===== src/rtl/apb_requester.sv =====
// APB requester: one host command at a time -> APB setup/access -> valid/ready response.
// Optional ACCESS wait-state timeout enabled by defining APB_TIMEOUT_EN.
module apb_requester #(
    parameter int ADDR_W         = 8,
    parameter int DATA_W         = 8,
    parameter int TIMEOUT_CYCLES = 255
) (
    input  logic              PCLK,
    input  logic              PRESET,
    input  logic              cmd_valid,
    output logic              cmd_ready,
    input  logic              cmd_write,
    input  logic [ADDR_W-1:0] cmd_addr,
    input  logic [DATA_W-1:0] cmd_wdata,
    output logic              rsp_valid,
    input  logic              rsp_ready,
    output logic [DATA_W-1:0] rsp_rdata,
    output logic              rsp_err,
    output logic              PSEL,
    output logic              PENABLE,
    output logic              PWRITE,
    output logic [ADDR_W-1:0] PADDR,
    output logic [DATA_W-1:0] PWDATA,
    input  logic [DATA_W-1:0] PRDATA,
    input  logic              PREADY
);

    // state  | meaning
    // IDLE   | waiting for a host command (cmd_ready=1)
    // SETUP  | APB setup phase, PSEL=1 PENABLE=0
    // ACCESS | APB access phase, waits for PREADY
    // RESP   | response held until the host takes it
    typedef enum logic [1:0] {IDLE, SETUP, ACCESS, RESP} state_t;

    state_t              state, state_nxt;
    logic                psel_nxt, penable_nxt, pwrite_nxt, rsp_valid_nxt;
    logic [ADDR_W-1:0]   paddr_nxt;
    logic [DATA_W-1:0]   pwdata_nxt, rsp_rdata_nxt;

`ifdef APB_TIMEOUT_EN
    localparam logic [15:0] TO_LIMIT = 16'(TIMEOUT_CYCLES);
    logic [15:0] wait_cnt, wait_cnt_nxt;
    logic        rsp_err_nxt;
`else
    logic timeout_unused;
    assign timeout_unused = (TIMEOUT_CYCLES > 0);
    assign rsp_err        = 1'b0;
`endif

    assign cmd_ready = (state == IDLE);

    always_comb begin
        state_nxt     = state;
        psel_nxt      = PSEL;
        penable_nxt   = PENABLE;
        pwrite_nxt    = PWRITE;
        paddr_nxt     = PADDR;
        pwdata_nxt    = PWDATA;
        rsp_valid_nxt = rsp_valid;
        rsp_rdata_nxt = rsp_rdata;
`ifdef APB_TIMEOUT_EN
        wait_cnt_nxt  = wait_cnt;
        rsp_err_nxt   = rsp_err;
`endif
        case (state)
            IDLE: begin
                if (cmd_valid) begin
                    pwrite_nxt = cmd_write;
                    paddr_nxt  = cmd_addr;
                    pwdata_nxt = cmd_wdata;
                    psel_nxt   = 1'b1;
                    state_nxt  = SETUP;
                end
            end
            SETUP: begin
                penable_nxt = 1'b1;
                state_nxt   = ACCESS;
`ifdef APB_TIMEOUT_EN
                wait_cnt_nxt = '0;
`endif
            end
            ACCESS: begin
                if (PREADY) begin
                    rsp_rdata_nxt = PWRITE ? '0 : PRDATA;
                    psel_nxt      = 1'b0;
                    penable_nxt   = 1'b0;
                    rsp_valid_nxt = 1'b1;
                    state_nxt     = RESP;
`ifdef APB_TIMEOUT_EN
                    rsp_err_nxt   = 1'b0;
                end else if (wait_cnt == TO_LIMIT) begin
                    // completer never answered: abort with an error response
                    rsp_rdata_nxt = '0;
                    rsp_err_nxt   = 1'b1;
                    psel_nxt      = 1'b0;
                    penable_nxt   = 1'b0;
                    rsp_valid_nxt = 1'b1;
                    state_nxt     = RESP;
                end else begin
                    wait_cnt_nxt  = wait_cnt + 16'd1;
`endif
                end
            end
            RESP: begin
                if (rsp_ready) begin
                    rsp_valid_nxt = 1'b0;
                    state_nxt     = IDLE;
                end
            end
            default: state_nxt = IDLE;
        endcase
    end

    always_ff @(posedge PCLK or posedge PRESET) begin
        if (PRESET) begin
            state     <= IDLE;
            PSEL      <= 1'b0;
            PENABLE   <= 1'b0;
            PWRITE    <= 1'b0;
            PADDR     <= '0;
            PWDATA    <= '0;
            rsp_valid <= 1'b0;
            rsp_rdata <= '0;
`ifdef APB_TIMEOUT_EN
            wait_cnt  <= '0;
            rsp_err   <= 1'b0;
`endif
        end else begin
            state     <= state_nxt;
            PSEL      <= psel_nxt;
            PENABLE   <= penable_nxt;
            PWRITE    <= pwrite_nxt;
            PADDR     <= paddr_nxt;
            PWDATA    <= pwdata_nxt;
            rsp_valid <= rsp_valid_nxt;
            rsp_rdata <= rsp_rdata_nxt;
`ifdef APB_TIMEOUT_EN
            wait_cnt  <= wait_cnt_nxt;
            rsp_err   <= rsp_err_nxt;
`endif
        end
    end

endmodule

===== config.mk =====
export PLATFORM = sky130hd
export DESIGN_NAME = apb_requester
export DESIGN_NICKNAME = d
export VERILOG_FILES = /design/src/rtl/apb_requester.sv
export SDC_FILE = /design/constraint.sdc
export NUM_CORES = 1
export LEC_CHECK = 0
export BUFFER_PORTS_ARGS = -buffer_cell sky130_fd_sc_hd__buf_4
export CAP_MARGIN = 20
export CELL_PAD_IN_SITES_DETAIL_PLACEMENT = 1
export CELL_PAD_IN_SITES_GLOBAL_PLACEMENT = 2
export CORE_MARGIN = 5
export CORE_UTILIZATION = 25
export DETAILED_ROUTE_END_ITERATION = 10
export PLACE_DENSITY = 0.82
export SYNTH_ARGS = -nofsm -noshare
export SYNTH_HDL_FRONTEND = slang
export SYNTH_SLANG_ARGS = --single-unit
export TNS_END_PERCENT = 30

===== constraint.sdc =====
create_clock -name PCLK -period 1.62 [get_ports PCLK]
set_input_delay 0.324 -clock PCLK [delete_from_list [all_inputs] [get_ports PCLK]]
set_output_delay 0.324 -clock PCLK [all_outputs]
set_load 0.01 [all_outputs]

Word-level counts from Yosys, hierarchy flattened
Cells that the tools add are included.

Register bits after elaboration: 30. Bits in latches: 0. Memory bits (writable): 0. Bits in read-only memories: 0. Input bits: 30. Output and inout bits: 30. Word-level logic and storage cells: 36. Memories kept: 0.

Add/sub/neg operators: 0. Multipliers: 0. Div/mod/pow operators: 0. Order comparisons: 0. Equal/unequal tests: 6. Shift-type cells: 0. Multiplexer cells: 12. Bitwise gates (word level): 0. Reductions and logical operators: 10.

Operators with widths (count): 3-bit AND reduction (3); 8-bit two-way mux (1); 2-bit case mux with 4 select lines (1); 2-bit two-way mux (3); 2-bit != test, second input constant (3); 1-bit case mux with 2 select lines (3); 2-bit AND reduction (3); 2-bit nonzero test (3); 2-bit equality test, second input constant (2); 1-bit two-way mux (4); 2-bit by 1-bit equality test with 1-bit output, second input constant (1); 2-bit zero test (1).

Logic depth before layout (Yosys ltp)
Gate-level depths: netlist (run 1).

Word-level depth: 3. Depth in mapped cells: 6. Mapped depth without buffers: 5.

Worst setup path before layout (run 1)
Ideal clock, no wire load.

Path kind: register -> register. Start point: register state[0]. End point: register state[1]. Library setup time: 0.128 ns. Arrival: 1.378 ns. Setup slack: 0.115 ns. Stages on the path, launching flop included: 6. Path buffers: 0. Clock period less this slack: 1.505 ns. Cell sequence: dfrtp_1 inv_1 ha_1 nor2b_1 a221oi_2 mux2_1.

Word-level cells in the longest chain between the ends: 3.

RTL lines: start, declared (line 35) `state_t state, state_nxt;`; start signal, assigned (line 129) `state <= state_nxt;`; 2-bit equality test / 2-bit zero test (equally long branches) (line 65) `case (state)`; 2-bit != test (no source line); 3-bit AND reduction (no source line).

Several ways; a longest one is shown, not always the timed one. A chain may end at the register's enable or synchronous reset.

Worst setup path in the final report (run 1)
Start point: register state[0]. End point: register state[0].

The elaborated chain is that of the path after synthesis.

==> flow_summary.toml, run 1 <==
[run_status]
status = "complete, no violations"

[drt]
finalWirelength_mm = 3.39
drcViolationCount = 0
drt_iter0_markers = 9
highest_layer = "met4"
firstDrtPassIters = 3
vias_per_cell = 4.17
wl_met3_um = 310
ant_nets = 0
wl_per_cell_um = 14.1
wl_met2_mm = 1.78
wl_met1_mm = 1.27
vias = 1000

[grt]
antenna_found_initial = 0
grt_pass1_wl_mm = 5.37
grt_max_degree = 31
grt_use_total_pct = 10.5
grt_pass1_vias = 1130
gr-total-overflow = 0

[logic_synthesis]
synth_seq_cells = 30
synthesis.nets = 139
synth.cell_area_um2 = 1310
yosysUniqueCellTypes = 20
yosys_warnings = 0
yosysSeqAreaShare_pct = 57.5
syn_avg_cell_area_um2 = 12.7
syn_inst = 103

[sta]
timing.final.hold_violations = 0
setup_violations = 0
clock.fmax_ghz = 0.642
finalCriticalPeriod_ns = 1.56
tns_ns = 0
slew_violations = 0
rsz0062_at_grt = "no"
timing.final.ws_setup_ns = 0.0627
period_share_pct = 96.1
skew_ns = 0.00431

[floorplanning]
dieArea_um2 = 6770
ios = 60
fp.dieW_um = 82.3
die_h_um = 82.3
placeableCoreArea_um2 = 5110
start_util_pct = 25.6
rows = 26

[worst_setup_path]
cp_cell_sequence = "inv_2 > ha_2 > nor2b_1 > a221oi_2 > buf_4 > mux2i_1"
crit_type = "reg2reg"
regToRegEndpoint = "state[0]$_DFFE_PP0P_"
start_kind = "flop"
crit_arrival_ns = 1.75
cp_max_fo = 5
cpPeakStageDelay_ns = 0.38
worst_path_max_delay_cell = "dfrtp_1"
r2r_slack_ns = 0.06
worst_setup_path_end_kind = "flop"
rr_startpoint = "state[0]$_DFFE_PP0P_"
worstPathRequired_ns = 1.81
reg2reg_depth = 6

[pwr]
vdd_drop_max_v = 0.000681
p_leak_uw = 0.000966
power.density_nw_per_um2 = 1910

[placed_design]
port_buffers = 58
dpl_worst_slack_ns = -0.0480
dp_hpwl_mm = 2.62
gp_congestion = 0.643

[clock_network]
cts_tree = "done"
clk_latency_ns = 0.27
clk_path_buf_depth = 2
hold_buffers = 0
cts_root_buf = "clkbuf_8"
numCtsBuffers = 5
path_clk_slew_ns = 0.06
clock_sinks = 30
htreeDepth = 2

[layout]
drive_above_1_share_pct = 55.3
layout_common_cells = "62 x buf_4, 30 x dfrtp_1, 17 x mux2_2"
fill_cells = 589
n_antenna_cell = 0
synthToLayoutAreaGrowth_pct = 48.9
nets = 206
layout_commonest_cell = "buf_4"

[job]
maxCapViolCount = 0

[worst_hold_path]
worstHoldPathType = "in2async"
-- critical path: cells and delay by family, from the launching register on --
family          cells  cell delay, ns
flops               1            0.38
compound gates      1            0.28
buf+inv             2            0.25
fa+ha+maj           1            0.20
mux                 1            0.20
simple gates        1            0.16
-- where the power goes --
part,internal (uW),switching [uW],leakage [uW]
Clock,295,253,0.0000383
Combinational,1030,779,0.000569
Sequential,1130,235,0.000359
-- final cells by class --
| class | count | area [um^2] | share of cell area [%] |
|---|---|---|---|
| Clock buffer | 7 | 76.3 | 3.92 |
| Inverter | 7 | 26.3 | 1.35 |
| Multi-Input combinational cell | 63 | 519 | 26.7 |
| Sequential cell | 30 | 751 | 38.6 |
| Tap cell | 70 | 87.6 | 4.50 |
| Timing Repair Buffer | 63 | 485 | 25.0 |
-- state kept, by name (all words and copies together) (netlist names) --
signal and flops:
PADDR 8, PWDATA 8, rsp_rdata 8, state 2, PENABLE 1, PSEL 1, PWRITE 1, rsp_valid 1
-- repair_timing --
| item | 4_1_cts | 5_1_grt |
|---|---|---|
| pin swaps | 0 | 1 |
| cloned | 0 | 0 |
| setup endpoints to repair | 1 | 21 |
| buffers inserted | 2 | 1 |
| gates resized for setup | 0 | 6 |
-- kinds of logic (layout without fill, tap and decap cells) --
| family | count (synthesis) | in the layout | share of synthesized area [%] |
|---|---|---|---|
| multiplexers | 22 | 22 | 18.6 |
| other | 1 | 1 | 0.287 |
| buffers and inverters | 10 | 77 | 3.83 |
| flip-flops | 30 | 30 | 57.5 |
| adder cells (fa/ha/maj) | 6 | 6 | 5.75 |
| AND/OR/NAND/NOR | 22 | 22 | 8.24 |
| AO/OA/AOI/OAI | 12 | 12 | 5.84 |
-- metrics by stage --
stage / power [uW] / hold slack, ns / area, um^2 / cells / utilization, %
after CTS: 3720 / 0.135 / 1920 / 239 / 37.7
after global placement: 2990 / 0.426 / 1830 / 230 / 35.9
after detailed placement: 3110 / 0.440 / 1830 / 230 / 35.9
final: 3720 / 0.127 / 1950 / 240 / 38.1
after floorplan: 2240 / 0.415 / 1310 / 103 / -
after global routing: 4010 / 0.169 / 1950 / 240 / 38.1
-- worst max-delay path by stage --
stage / to / slack (ns) / startpoint
after floorplan: state[1]$_DFFE_PP0P_ / 0.11 / state[0]$_DFFE_PP0P_
final: state[0]$_DFFE_PP0P_ / 0.06 / state[0]$_DFFE_PP0P_
after CTS: state[1]$_DFFE_PP0P_ / 0.01 / state[0]$_DFFE_PP0P_
after global placement: state[1]$_DFFE_PP0P_ / 0.09 / state[0]$_DFFE_PP0P_
after detailed placement: state[1]$_DFFE_PP0P_ / -0.05 / state[0]$_DFFE_PP0P_
after global routing: state[0]$_DFFE_PP0P_ / 0.01 / state[0]$_DFFE_PP0P_
-- layer usage --
metal,track usage (%),vias to the layer above
li1,-,471
met1,11.6,485
met2,18.5,40
met3,4.66,4
met4,1.99,0
met5,0,-
-- cell usage after synthesis (all sizes together) --
master | count | share of area [%]
nand2 | 12 | 3.6
nor2b | 1 | 0.48
o21ai | 9 | 3.4
inv | 7 | 2.0
a22o | 1 | 0.67
nor2 | 1 | 0.29
dfrtp | 30 | 57
buf | 3 | 1.8
mux2 | 18 | 16
a221oi | 1 | 1.1
nand2b | 8 | 3.8
conb | 1 | 0.29
a211oi | 1 | 0.57
mux2i | 4 | 3.1
ha | 6 | 5.7
Power figures use the tool's default switching activity.
==> run 2, diff against run 1 <==
--- a/config.mk
+++ b/config.mk
@@ -5,14 +5,16 @@
 export SDC_FILE = /design/constraint.sdc
 export NUM_CORES = 1
 export LEC_CHECK = 0
+export ABC_AREA = 1
 export BUFFER_PORTS_ARGS = -buffer_cell sky130_fd_sc_hd__buf_4
 export CAP_MARGIN = 20
 export CELL_PAD_IN_SITES_DETAIL_PLACEMENT = 1
 export CELL_PAD_IN_SITES_GLOBAL_PLACEMENT = 2
 export CORE_MARGIN = 5
-export CORE_UTILIZATION = 25
+export CORE_UTILIZATION = 24
+export CTS_BUF_LIST = sky130_fd_sc_hd__clkbuf_16
 export DETAILED_ROUTE_END_ITERATION = 10
-export PLACE_DENSITY = 0.82
+export PLACE_DENSITY = 0.83
 export SYNTH_ARGS = -nofsm -noshare
 export SYNTH_HDL_FRONTEND = slang
 export SYNTH_SLANG_ARGS = --single-unit
==> run 2 against run 1 <==
Net effect:
- worst hold slack better by 0.025 ns
- sequential share of layout area fell by 1.6 points
- worst setup slack improved by 0.029 ns
- power increased by 5.9%
- combinational power shrank 3%
- register-to-register slack improved by 0.14 ns
- critical path depth fell by 3
- wire length rose by 14%
- non-clock buffer count is 3 lower
- highest routed layer unchanged
- largest power group unchanged
- fmax grew 1.9%
- final cell count grew 24%
- clock power grew 55%
==> flow_summary.toml, run 2 <==
[drt]
vias_per_cell = 4.13
firstDrtPassIters = 2
vias = 1228
drt_iter0_markers = 35
ant_nets = 0
wl_per_cell_um = 13.0
drcViolationCount = 0
finalWirelength_mm = 3.87

[clock_network]
postCtsSetupBuffers = 0
cts_tree = "done"
cts_root_buf = "clkbuf_16"
path_clk_slew_ns = 0.05
htreeDepth = 2
numCtsBuffers = 5
clk_path_buf_depth = 2
clock_sinks = 30
clk_latency_ns = 0.27

[logic_synthesis]
synth_seq_cells = 30
syn_inst = 161
synthArstFlopShare_pct = 100
synth_common_cells = "63 x nand2_1, 30 x dfrtp_1, 19 x nand3_1, 10 x inv_1, 8 x o21ai_0"
yosysSeqAreaShare_pct = 52.6
yosysUniqueCellTypes = 19
netlist.area_leader.share_pct = 52.6
yosys_warnings = 0
synthTopCellsByArea = "dfrtp_1 53%, nand2_1 17%, nand3_1 6.7%"
synth_edf_count = 0
yosysMostFrequentCell = "nand2_1"
yosysTopAreaCell = "dfrtp_1"
synthesis.nets = 197
syn_avg_cell_area_um2 = 8.86
synthFlopType = "dfrtp_1"
synth.cell_area_um2 = 1430

[worst_setup_path]
crit_type = "reg2out"
rr_startpoint = "state[0]$_DFFE_PP0P_"
cp_cell_sequence = "inv_1 > ha_2 > buf_4"
r2r_slack_ns = 0.20
regToRegEndpoint = "PWDATA[0]$_DFFE_PP0P_"
reg2reg_depth = 5
worstPathRequired_ns = 1.30
start_kind = "flop"
crit_arrival_ns = 1.20
worst_path_max_delay_cell = "dfrtp_1"
crit_start = "state[0]$_DFFE_PP0P_"
cpPeakStageDelay_ns = 0.41
cp_max_fo = 4
worst_setup_path_end_kind = "primary output"

[layout]
layout_common_cells = "63 x nand2_1, 60 x buf_4, 30 x dfrtp_1"
drive_above_1_share_pct = 33.8
layout_commonest_cell = "nand2_1"
final_core_util_pct = 34.7
register_area_um2 = 751
top_regs = "PADDR: 8 flops, PWDATA: 8 flops, rsp_rdata: 8 flops"
n_antenna_cell = 0
fill_cells = 709
multiInputGateArea_um2 = 553
nets = 257
synthToLayoutAreaGrowth_pct = 42.4

[run_status]
status = "complete, no violations"

[pwr]
p_leak_uw = 0.00110
power.density_nw_per_um2 = 1940
finalPower_uw = 3930
vdd_drop_max_v = 0.000702

[sta]
finalCriticalPeriod_ns = 1.53
slew_violations = 0
clock.fmax_ghz = 0.654
timing.final.hold_violations = 0
setup_violations = 0
period_share_pct = 94.3
tns_ns = 0
whs_ns = 0.151
rsz0062_at_grt = "no"
skew_ns = 0.00355

[grt]
grt_use_total_pct = 10.7
grt_pass1_wl_mm = 6.32
gr-total-overflow = 0
grt_pass1_vias = 1341
grt_max_degree = 31
antenna_found_initial = 0

[floorplanning]
start_util_pct = 24.4
dieArea_um2 = 7580
die_h_um = 87.1
placeableCoreArea_um2 = 5850
rows = 28
fp.dieW_um = 87.1
ios = 60

[placed_design]
dp_hpwl_mm = 2.86
port_buffers = 58
gp_congestion = 0.703

[job]
maxCapViolCount = 0

[worst_hold_path]
worstHoldPathType = "in2async"
==> run 2: cell type report <==
class | count | share of cell area, %
multi-input combinational | 112 | 27.2
tap | 75 | 4.62
clock buffer | 5 | 6.16
timing repair buffer | 60 | 22.2
clock inverter | 3 | 0.616
sequential | 30 | 37.0
inverter | 12 | 2.22
==> run 2: worst max-delay path: cells and delay by family, from the launching register on <==
kind	cells	cell delay, ns
flops	1	0.41
buf+inv	2	0.28
fa+ha+maj	1	0.24
==> run 2: worst max path at each step <==
stage                                        to  cells after the start
after detailed placement  PWDATA[0]$_DFFE_PP0P_                      5
after CTS                             cmd_ready                      3
after global routing                  cmd_ready                      3
final                                 cmd_ready                      3
after floorplan            PADDR[0]$_DFFE_PP0P_                      7
after global placement    PWDATA[1]$_DFFE_PP0P_                      5
==> run 2: cell families after synthesis <==
group	after synthesis	synth area share, %
other	1	0.263
adder cells (fa/ha/maj)	6	5.26
AO/OA/AOI/OAI	12	4.91
buffers and inverters	19	8.77
flip-flops	30	52.6
AND/OR/NAND/NOR	93	28.2
==> run 2: where the power goes <==
| group | leakage (uW) | switching, uW | total [uW] | internal (uW) |
|---|---|---|---|---|
| logic | 0.000646 | 959 | 1760 | 797 |
| registers | 0.000376 | 218 | 1320 | 1110 |
| clock network | 0.0000724 | 299 | 852 | 553 |
| total | 0.00110 | 1480 | 3930 | 2460 |
==> run 2: metal layers <==
layer	up-vias	wire, um	track usage, %
met3	2	241	3.31
met1	571	1700	13.1
met4	0	20	2.51
li1	620	-	-
met5	-	0	0
met2	35	1910	18.2
==> run 2: per-stage QoR <==
step / instance area (um^2) / cells / setup WS (ns)
floorplan: 1430 / 161 / 0.411
detailed placement: 1890 / 289 / 0.214
global placement: 1890 / 289 / 0.249
global route: 2030 / 297 / 0.0157
finish: 2030 / 297 / 0.0917
CTS: 2030 / 297 / 0.0431
==> run 2: what timing repair did <==
item	4_1_cts	5_1_grt
gates resized for setup	0	1
hold endpoints to repair	0	0
setup endpoints to repair	0	1
hold buffers	0	0
